### src/rtl/fan_pkg.sv
`default_nettype none
// ============================================================================
// fan_pkg : shared state type, width helpers and target-duty constant function
// Rev 1.0
// ============================================================================
package fan_pkg;

   typedef enum logic [1:0] {
      ST_OFF    = 2'd0,
      ST_RAMP   = 2'd1,
      ST_STEADY = 2'd2
   } fan_state_t;

   function automatic int fan_clog2(input int value);
      int result;
      result = 0;
      for (int v = value - 1; v > 0; v = v >> 1) begin
         result = result + 1;
      end
      return result;
   endfunction

   // Linear stage-to-duty map; the top stage lands exactly on the full period.
   function automatic int fan_target_duty(input int stage, input int period, input int num_stages);
      return (stage * period) / num_stages;
   endfunction

   localparam int c_def_num_stages = 3;
   localparam int c_def_pwm_period = 1000;
   localparam int c_def_stage_w    = fan_clog2(c_def_num_stages + 1);
   localparam int c_def_duty_w     = fan_clog2(c_def_pwm_period + 1);

endpackage
`default_nettype wire

### src/rtl/fan_ctrl_pwm_timebase.sv
`default_nettype none
// ============================================================================
// pwm_timebase : prescaler plus wrapping period counter (also usable as a scan clock)
// Rev 1.0
// ============================================================================
module pwm_timebase
   import fan_pkg::*;
#(
   parameter int PRESC  = 100,
   parameter int PERIOD = 1000,
   parameter int CNT_W  = 10
) (
   input  logic             i_clk,
   input  logic             i_reset,
   output logic             o_tick,
   output logic [CNT_W-1:0] o_cnt,
   output logic             o_period_end
);

   localparam int c_presc_w = (fan_clog2(PRESC) > 0) ? fan_clog2(PRESC) : 1;

   logic [c_presc_w-1:0] presc_q, presc_d;
   logic [CNT_W-1:0]     cnt_q, cnt_d;
   logic                 w_tick;
   logic                 w_cnt_last;

   always_comb begin
      w_tick     = (presc_q == c_presc_w'(PRESC - 1));
      w_cnt_last = (cnt_q == CNT_W'(PERIOD - 1));
      presc_d    = w_tick ? '0 : presc_q + 1'b1;
      cnt_d      = cnt_q;
      if (w_tick) begin
         cnt_d = w_cnt_last ? '0 : cnt_q + 1'b1;
      end
   end

   always_ff @(posedge i_clk or posedge i_reset) begin
      if (i_reset) begin
         presc_q <= '0;
         cnt_q   <= '0;
      end else begin
         presc_q <= presc_d;
         cnt_q   <= cnt_d;
      end
   end

   assign o_tick       = w_tick;
   assign o_cnt        = cnt_q;
   assign o_period_end = w_tick && w_cnt_last;

endmodule
`default_nettype wire

### src/rtl/fan_ctrl_pwm.sv
`default_nettype none
// ============================================================================
// fan_ctrl_pwm : multi-stage fan controller with ramped PWM duty and instant off
// Rev 1.0
// ============================================================================
module fan_ctrl_pwm
   import fan_pkg::*;
#(
   parameter int NUM_STAGES = 3,
   parameter int PRESC      = 100,
   parameter int PWM_PERIOD = 1000,
   parameter int DUTY_W     = 10,
   parameter int RAMP_STEP  = 50,
   parameter int STAGE_W    = fan_clog2(NUM_STAGES + 1)
) (
   input  logic                  i_clk,
   input  logic                  i_reset,
   input  logic                  i_btn_off,
   input  logic                  i_btn_up,
   input  logic                  i_btn_down,
   input  logic                  i_sel_vld,
   input  logic [STAGE_W-1:0]    i_sel_stage,
   output logic                  o_motor,
   output logic [STAGE_W-1:0]    o_stage,
   output logic [NUM_STAGES-1:0] o_light,
   output logic [DUTY_W-1:0]     o_duty,
   output logic                  o_ramping
);

   logic                  w_tick;
   logic                  w_period_end;
   logic [DUTY_W-1:0]     w_cnt;
   logic [DUTY_W-1:0]     w_target;
   logic [DUTY_W:0]       w_up_sum;
   logic [DUTY_W-1:0]     w_dn_gap;

   logic [STAGE_W-1:0]    stage_q, stage_d;
   logic [DUTY_W-1:0]     duty_q, duty_d;
   logic [NUM_STAGES-1:0] light_q, light_d;
   logic                  motor_q, motor_d;
   fan_state_t            state_q, state_d;

   pwm_timebase #(
      .PRESC  (PRESC),
      .PERIOD (PWM_PERIOD),
      .CNT_W  (DUTY_W)
   ) u_timebase (
      .i_clk        (i_clk),
      .i_reset      (i_reset),
      .o_tick       (w_tick),
      .o_cnt        (w_cnt),
      .o_period_end (w_period_end)
   );

   // Constant lookup: each branch folds to a literal, no runtime divider.
   always_comb begin
      w_target = '0;
      for (int k = 0; k <= NUM_STAGES; k++) begin
         if (stage_q == STAGE_W'(k)) begin
            w_target = DUTY_W'(fan_target_duty(k, PWM_PERIOD, NUM_STAGES));
         end
      end
   end

   always_comb begin
      stage_d = stage_q;
      if (i_btn_off) begin
         stage_d = '0;
      end else if (i_sel_vld) begin
         if (i_sel_stage <= STAGE_W'(NUM_STAGES)) begin
            stage_d = i_sel_stage;
         end
      end else if (i_btn_up) begin
         if (stage_q < STAGE_W'(NUM_STAGES)) begin
            stage_d = stage_q + 1'b1;
         end
      end else if (i_btn_down) begin
         if (stage_q != '0) begin
            stage_d = stage_q - 1'b1;
         end
      end

      light_d = '0;
      for (int k = 0; k < NUM_STAGES; k++) begin
         light_d[k] = (stage_d > STAGE_W'(k));
      end
   end

   // One extra bit on the rising sum keeps a large step from wrapping past the target.
   always_comb begin
      w_up_sum = {1'b0, duty_q} + (DUTY_W+1)'(RAMP_STEP);
      w_dn_gap = duty_q - w_target;
      duty_d   = duty_q;
      if (i_btn_off) begin
         duty_d = '0;
      end else if (w_tick && w_period_end) begin
         if (duty_q < w_target) begin
            duty_d = (w_up_sum >= {1'b0, w_target}) ? w_target : w_up_sum[DUTY_W-1:0];
         end else if (duty_q > w_target) begin
            duty_d = ({1'b0, w_dn_gap} > (DUTY_W+1)'(RAMP_STEP)) ?
                     (duty_q - DUTY_W'(RAMP_STEP)) : w_target;
         end
      end
      motor_d = (w_cnt < duty_q);
   end

   always_ff @(posedge i_clk or posedge i_reset) begin
      if (i_reset) begin
         stage_q <= '0;
         duty_q  <= '0;
         light_q <= '0;
         motor_q <= 1'b0;
      end else begin
         stage_q <= stage_d;
         duty_q  <= duty_d;
         light_q <= light_d;
         motor_q <= motor_d;
      end
   end

   always_ff @(posedge i_clk or posedge i_reset) begin
      if (i_reset) begin
         state_q <= ST_OFF;
      end else begin
         state_q <= state_d;
      end
   end

   always_comb begin
      state_d = state_q;
      if ((stage_q == '0) && (duty_q == '0)) begin
         state_d = ST_OFF;
      end else if (duty_q != w_target) begin
         state_d = ST_RAMP;
      end else begin
         state_d = ST_STEADY;
      end
   end

   assign o_stage   = stage_q;
   assign o_light   = light_q;
   assign o_duty    = duty_q;
   assign o_motor   = motor_q;
   assign o_ramping = (state_q == ST_RAMP);

endmodule
`default_nettype wire

### config.mk
export PLATFORM = sky130hd
export DESIGN_NAME = fan_ctrl_pwm
export DESIGN_NICKNAME = d
export VERILOG_FILES = /design/src/rtl/fan_pkg.sv /design/src/rtl/fan_ctrl_pwm_timebase.sv /design/src/rtl/fan_ctrl_pwm.sv
export SDC_FILE = /design/constraint.sdc
export NUM_CORES = 1
export LEC_CHECK = 0
export ABC_AREA = 1
export CAP_MARGIN = 20
export CORE_MARGIN = 2
export CORE_UTILIZATION = 55
export CTS_BUF_LIST = sky130_fd_sc_hd__clkbuf_8
export CTS_CLUSTER_DIAMETER = 80
export DETAILED_ROUTE_END_ITERATION = 12
export MAX_ROUTING_LAYER = met4
export PLACE_DENSITY = 0.76
export SETUP_SLACK_MARGIN = 0.5
export SYNTH_ARGS = -nofsm -noshare
export SYNTH_HDL_FRONTEND = slang
export SYNTH_HIERARCHICAL = 1
export SYNTH_SLANG_ARGS = --single-unit
### constraint.sdc
create_clock -name i_clk -period 7.7 [get_ports i_clk]
set_clock_uncertainty 0.2 [all_clocks]
set_input_delay 1.54 -clock i_clk [delete_from_list [all_inputs] [get_ports i_clk]]
set_output_delay 1.54 -clock i_clk [all_outputs]
set_load 0.01 [all_outputs]
==> results of run 1 <==
-- power breakdown --
group	leakage, nW	total, mW	switching [mW]	internal [mW]
combinational	1.45	0.161	0.103	0.0582
sequential	0.451	0.195	0.00985	0.185
clock	0.0472	0.143	0.0708	0.0720
total	1.95	0.499	0.184	0.315
-- synthesized netlist by cell type, types with 3 or more instances --
cell type	count
buf_4	3
nand2_1	147
buf_2	3
inv_1	59
inv_2	8
ha_1	26
nand3_1	53
nand4_1	11
xor2_1	14
nor2_2	6
nor2_1	48
nand3_2	6
dfrtp_1	34
nor3_1	7
nand2_2	4
buf_6	4
o21ai_0	3
a21oi_2	3
o21ai_1	4
nand3b_1	6
a21oi_1	28
-- state kept, by name (all words and copies together), names as in the netlist --
name                count
o_duty                 10
o_light                 2
o_motor                 1
o_stage                 2
state_q                 2
u_timebase/o_cnt       10
u_timebase/presc_q      7
-- layout make-up --
type | count | share of cell area, %
Multi-Input combinational cell | 386 | 58.0
Sequential cell | 34 | 23.1
Inverter | 69 | 7.03
Timing Repair Buffer | 25 | 6.72
Tap cell | 75 | 2.55
Clock buffer | 6 | 2.24
Clock inverter | 2 | 0.339
-- kinds of logic after synthesis --
family	Yosys count
AOI/OAI and AO/OA	47
DFF	34
and+or+nand+nor	297
adders and majority gates	27
buffers and inverters	79
xor gates and xnor gates	15
-- through the flow --
step,setup slack (ps),area (µm²)
after floorplan,4710,3330
after global placement,4280,3590
after detailed placement,4210,3590
after CTS,4180,3690
after global routing,3830,3690
final,4110,3690
-- critical path, cell delays in order (launching register included) --
cell and delay, ps:
dfrtp_1 590, ha_1 280, nand2_1 100, nand3_1 180, nand3_1 110, nor2_1 130
xor2_1 160, inv_1 80, ha_1 330, and3_1 220, nand4_1 90, nor2_1 50
nor2_2 260, nand2_2 240, nand2_1 130, o21ai_1 70, a21oi_1 140, nand3_1 100
nand2_1 80
-- how the worst max path moves through the flow --
stage,endpoint,from
after floorplan,o_duty[7]$_DFFE_PP0P_,o_duty[1]$_DFFE_PP0P_
after global placement,o_duty[4]$_DFFE_PP0P_,o_duty[1]$_DFFE_PP0P_
after detailed placement,o_duty[7]$_DFFE_PP0P_,o_duty[1]$_DFFE_PP0P_
after CTS,o_duty[7]$_DFFE_PP0P_,o_duty[1]$_DFFE_PP0P_
after global routing,o_duty[9]$_DFFE_PP0P_,o_duty[1]$_DFFE_PP0P_
final,o_duty[7]$_DFFE_PP0P_,o_duty[1]$_DFFE_PP0P_
-- metal layers --
layer	wire (µm)	vias up
li1	-	1660
met3	515	36
met2	4100	130
met1	3710	1490
met4	324	0
met5	0	-
-- placed cells by master, fill, tap and decap left out, types with 2 or more instances in the layout --
cell               n
inv_1             59
o21ai_1            4
ha_1              26
nand2_4            2
inv_2              8
nand3_1           53
nand3b_1           6
o211ai_1           2
a21oi_1           28
a21oi_2            3
nand3_2            6
nand2_2            4
o21ai_0            3
clkinv_1           2
nand2_1          147
nand4_1           11
nor2_2             6
clkbuf_8           6
nor3_1             7
dfrtp_1           34
clkdlybuf4s50_1   24
nor2_1            48
xor2_1            14
==> qor.yml, run 1 <==
outcome: "finished, final reports clean"
multi_input_comb_area_um2: 2140
cts_tree: "done"
synth_edf_count: 0
start_util_pct: 56.6
peakVddDrop_uv: 111
synth_xor_area_share_pct: 3.94
cts_root_buffer: "clkbuf_8"
fin_total_pwr_uw: 499
gp_congestion: 1.02
leakage_nw: 1.95
worstRegToRegCells: 18
regArea_um2: 851
gr-max-usage-layer: "met2"
synth_seq_area_share_pct: 25.5
ys_async_sr_fraction_pct: 100
ys_types: 40
synth_top_family_by_area: "simple AND/OR/NAND/NOR gates"
area_growth_pct: 10.6
die_h_um: 81.8
synth_ff_type: "dfrtp_1"
synth_top_area_share_pct: 25.5
cts.sinks: 34
grt_setup_unrepaired: "no"
final_util_pct: 62.6
drtPass1Iterations: 5
dp_cells: 589
fillCellCount: 567
syn-num-nets: 534
routed_wl_mm: 8.65
grtUsageMet2_pct: 47.6
post_cts_buffers: 0
holdWs_ps: 263
hpwl_mm: 6.70
yosys.area_share.simple_pct: 41.5
required_ps: 7740
hold_class: "reg -> reg"
grt_overflow_total: 0
cts.clk_slew.worst_paths_ps: 80
tightest_slew_ps: 673
fmax_ghz: 0.278
antenna_cells: 0
rr_startpoint: "o_duty[1]$_DFFE_PP0P_"
synthAdderAreaFrac_pct: 10.4
rows: 28
max_slew_margin_pct: 55.1
reg2reg_slack_ps: 4110
arrival_ps: 3630
synth_mux_area_share_pct: 0
netlist_instances: 499
die_area_um2: 6700
maxSlewViolCount: 0
setup_viol: 0
start_kind: "flip-flop"
drt-vias-per-instance: 5.55
cts_buffers: 5
finalHoldViolCount: 0
post_route_cells_drive_above_1_share_pct: 8.81
synth_compound_area_share_pct: 8.45
synth.largest_area_cell: "dfrtp_1"
r2r_end: "o_duty[7]$_DFFE_PP0P_"
criticalPathCategory: "reg -> reg"
cts.htree.levels: 2
layout.cells.non_filler: 597
met3_usage_pct: 3.96
ant_nets: 0
wire_per_inst_um: 14.5
ys.warnings.count: 6
setup-tns-final_ps: 0
clk_latency_ps: 290
yosys_register_bits: 34
io_pins: 25
power.density_nw_per_um2: 135
port-buffer-count: 24
core-area_um2: 5890
grt_pass1_wl_mm: 14.4
crit_path_max_fanout: 12
cts-hold-fix-buffers: 0
die_w_um: 81.8
syn_avg_cell_area_um2: 6.68
grtUsageTotal_pct: 28.4
timing.final.crit_share_pct: 46.7
cp-end-kind: "flip-flop"
cts_resized: 0
antenna_found_initial: 0
dr_total_vias: 3316
netlist_area_um2: 3330
synthTopCellsByArea: "dfrtp_1, nand2_1, ha_1, nand3_1, inv_1"
drc_errors: 0
first_global_vias: 3147
hold_start: "u_timebase/presc_q[0]$_DFF_PP0_"
holdPathEnd: "u_timebase/presc_q[0]$_DFF_PP0_"
grt_max_degree: 19
drtIter0Drc: 307
finalNetCount: 556
clock_path_buffers: 2
hold_path_depth: 1
use_met1_pct: 33.5
drv_cap: 0
fin_crit_ps: 3590
(Power assumes the default switching activity.)
==> run 2, diff against run 1 <==
==> constraint.sdc (replaced) <==
create_clock -name i_clk -period 3.6 [get_ports i_clk]
set_clock_uncertainty 0.2 [all_clocks]
set_input_delay 0.72 -clock i_clk [delete_from_list [all_inputs] [get_ports i_clk]]
set_output_delay 0.72 -clock i_clk [all_outputs]
set_load 0.01 [all_outputs]
==> run 2 against run 1 <==
Against the previous run: core utilization rose by 3.5 points; worst setup slack got worse by 3500 ps; final cell count rose by 2.7%; via count rose by 2.8%; sequential power rose by 110%; final area rose by 5.6%; wire length rose by 3.0%; sequential share of layout area fell by 1.2 points; flip-flop and latch count did not move; highest routed layer unchanged.
==> qor.yml, run 2 (synthesized netlist as in run 1, its figures left out) <==
cts_root_buffer: "clkbuf_8"
reg2reg_slack_ps: 600  # -3510 ps
start_kind: "flip-flop"
pwr-share-seq_pct: 33.8  # -5.2 points
ant_nets: 0  # unchanged
power.density_nw_per_um2: 312  # +130%
antenna_found_initial: 0  # unchanged
core-area_um2: 5890  # unchanged
power.switching_uw: 404  # +120%
peakVddDrop_uv: 253  # +130%
area_growth_pct: 16.8
routed_wl_mm: 8.91  # +3.0%
postPlaceCellArea_um2: 3670  # +2.3%
setup-tns-final_ps: 0  # unchanged
cp-end-kind: "flip-flop"
finalHoldViolCount: 0  # unchanged
max_slew_margin_pct: 52.8  # -2.3 points
io_pins: 25  # unchanged
drtIter0Drc: 264  # -14%
tightest_slew_ps: 708  # +34.4 ps
die_w_um: 81.8  # unchanged
drc_errors: 0  # unchanged
cp_slowest_stage_delay_ps: 390  # -200 ps
outcome: "finished, final reports clean"
start_util_pct: 56.6  # unchanged
gp_congestion: 1.05  # +2.8%
die_area_um2: 6700  # unchanged
rr_startpoint: "o_duty[1]$_DFFE_PP0P_"
cts.clk_slew.worst_paths_ps: 80  # about the same
hpwl_mm: 6.72  # +0.36%
grtUsageTotal_pct: 28.2  # -0.19 points
rows: 28  # unchanged
die_h_um: 81.8  # unchanged
layout_common_cells: "nand2_1, inv_1, nand3_1"
p_clk_share_pct: 36.4  # +7.8 points
power.internal_uw: 809  # +160%
cts_buffers: 5  # unchanged
wire_per_inst_um: 14.5  # +0.30%
worstRegToRegCells: 19  # +1
dp_cells: 600  # +1.9%
crit_cells: 19  # +1
hold_path_depth: 1  # unchanged
worstPathCellList: "ha_2, nand2_1, nand3_2, nand3_1, nor2_2, xor2_1, inv_1, ha_4, and3_1, nand4_1, nor2_1, nor2_4, buf_4, nand3_1, nand3_2, nand2_1, nor2_1, nand2_1, nand2_1"
cpMaxStageDelayCell: "dfrtp_1"
grt_overflow_total: 0  # unchanged
pwr-share-comb_pct: 29.7  # -2.7 points
fmax_ghz: 0.333  # +20%
cts.sinks: 34  # unchanged
cts.htree.levels: 2  # unchanged
leakage_nw: 2.06  # +5.5%
layout.cells.non_filler: 613  # +2.7%
required_ps: 3600  # -4140 ps
fin_crit_ps: 3000  # -593 ps
critPathTopFamily: "simple AND/OR/NAND/NOR gates"
antenna_cells: 0  # unchanged
grt_pass1_wl_mm: 14.0  # -2.5%
final_util_pct: 66.1  # +3.5 points
hold_start: "u_timebase/presc_q[0]$_DFF_PP0_"
r2r_end: "o_duty[2]$_DFFE_PP0P_"
timing.final.crit_share_pct: 83.3  # +37 points
holdPathEnd: "u_timebase/presc_q[0]$_DFF_PP0_"
hold_class: "reg -> reg"
holdWs_ps: 267  # +4.03 ps
first_global_vias: 3064  # -2.6%
drtPass1Iterations: 5  # unchanged
path_buf_inv: 2  # +1
grt_setup_unrepaired: "no"
drt-vias-per-instance: 5.56  # +0.15%
drv_cap: 0  # unchanged
dr_total_vias: 3410  # +2.8%
clock_path_buffers: 2  # unchanged
crit_top_cell: "nand2_1"
port-buffer-count: 24  # unchanged
cts_tree: "done"
clk_latency_ps: 300  # about the same
finish.instance_area_um2: 3890  # +5.6%
sw_frac_of_total_pct: 33.3  # -3.5 points
arrival_ps: 3000  # -630 ps
setup_viol: 0  # unchanged
post_route_cells_drive_above_1_share_pct: 13.0  # +4.2 points
layout_commonest_cell: "nand2_1"
finalNetCount: 572  # +2.9%
crit_path_max_fanout: 6  # -6
criticalPathCategory: "reg -> reg"
maxSlewViolCount: 0  # unchanged
grt_max_degree: 19  # unchanged
run 2: cell types whose count changed in the layout (fill, tap and decap cells not counted), sizes merged:
cell / previous run / this run
nand2: 153 / 154
buf: 1 / 16
bufinv: 0 / 2
clkinvlp: 1 / 0
clkbuf: 6 / 5
run 2: metrics by stage:
| step | setup slack, ps | total power, mW |
|---|---|---|
| floorplan | 606 | 0.672 |
| global placement | 542 | 0.762 |
| detailed placement | 468 | 0.767 |
| CTS | 551 | 1.20 |
| global route | 447 | 1.28 |
| finish | 600 | 1.21 |
run 2: area by class of cell:
cell class | instances | area [µm²]
Multi-Input combinational cell | 387 | 2180
Fill cell | 527 | 1990
Sequential cell | 34 | 853
Timing Repair Buffer | 40 | 360
Inverter | 69 | 262
Tap cell | 75 | 93.8
Clock buffer | 5 | 68.8
Clock inverter | 3 | 68.8
run 2: how the worst max path moves through the flow:
stage          slack [ps]                     to                   from
5_1_grt               450  o_duty[2]$_DFFE_PP0P_  o_duty[1]$_DFFE_PP0P_
2_1_floorplan         610  o_duty[7]$_DFFE_PP0P_  o_duty[1]$_DFFE_PP0P_
4_1_cts               550  o_duty[8]$_DFFE_PP0P_  o_duty[1]$_DFFE_PP0P_
3_5_place_dp          470  o_duty[8]$_DFFE_PP0P_  o_duty[1]$_DFFE_PP0P_
6_report              600  o_duty[2]$_DFFE_PP0P_  o_duty[1]$_DFFE_PP0P_
3_3_place_gp          540  o_duty[8]$_DFFE_PP0P_  o_duty[1]$_DFFE_PP0P_
run 2: per-layer routing:
metal	global-route usage, %	vias up	wire [µm]
li1	-	1695	-
met1	33.1	1560	3790
met2	46.2	116	4340
met3	5.05	39	436
met4	14.7	0	339
met5	-	-	0
run 2: repair_timing:
action / 4_1_cts / 5_1_grt
pin swaps: 0 / 3
setup buffers: 0 / 4
endpoints found under the setup margin: 10 / 10
resized for setup: 2 / 9
hold buffers: 0 / 0
gates cloned: 0 / 1
run 2: power groups by stage:
stage | sequential, mW | clock [mW] | combinational, mW
finish | 0.410 | 0.442 | 0.360
global route | 0.412 | 0.463 | 0.404
CTS | 0.410 | 0.442 | 0.352
detailed placement | 0.417 | 0 | 0.350
global placement | 0.417 | 0 | 0.345
floorplan | 0.416 | 0 | 0.256
run 2: worst reg2reg max path: stages, from the launching register on:
cell	delay [ps]
dfrtp_1	390
ha_2	210
nand2_1	100
nand3_2	130
nand3_1	100
nor2_2	150
xor2_1	150
inv_1	110
ha_4	290
and3_1	180
nand4_1	90
nor2_1	170
nor2_4	90
buf_4	150
nand3_1	90
nand3_2	70
nand2_1	60
nor2_1	40
nand2_1	80
nand2_1	50
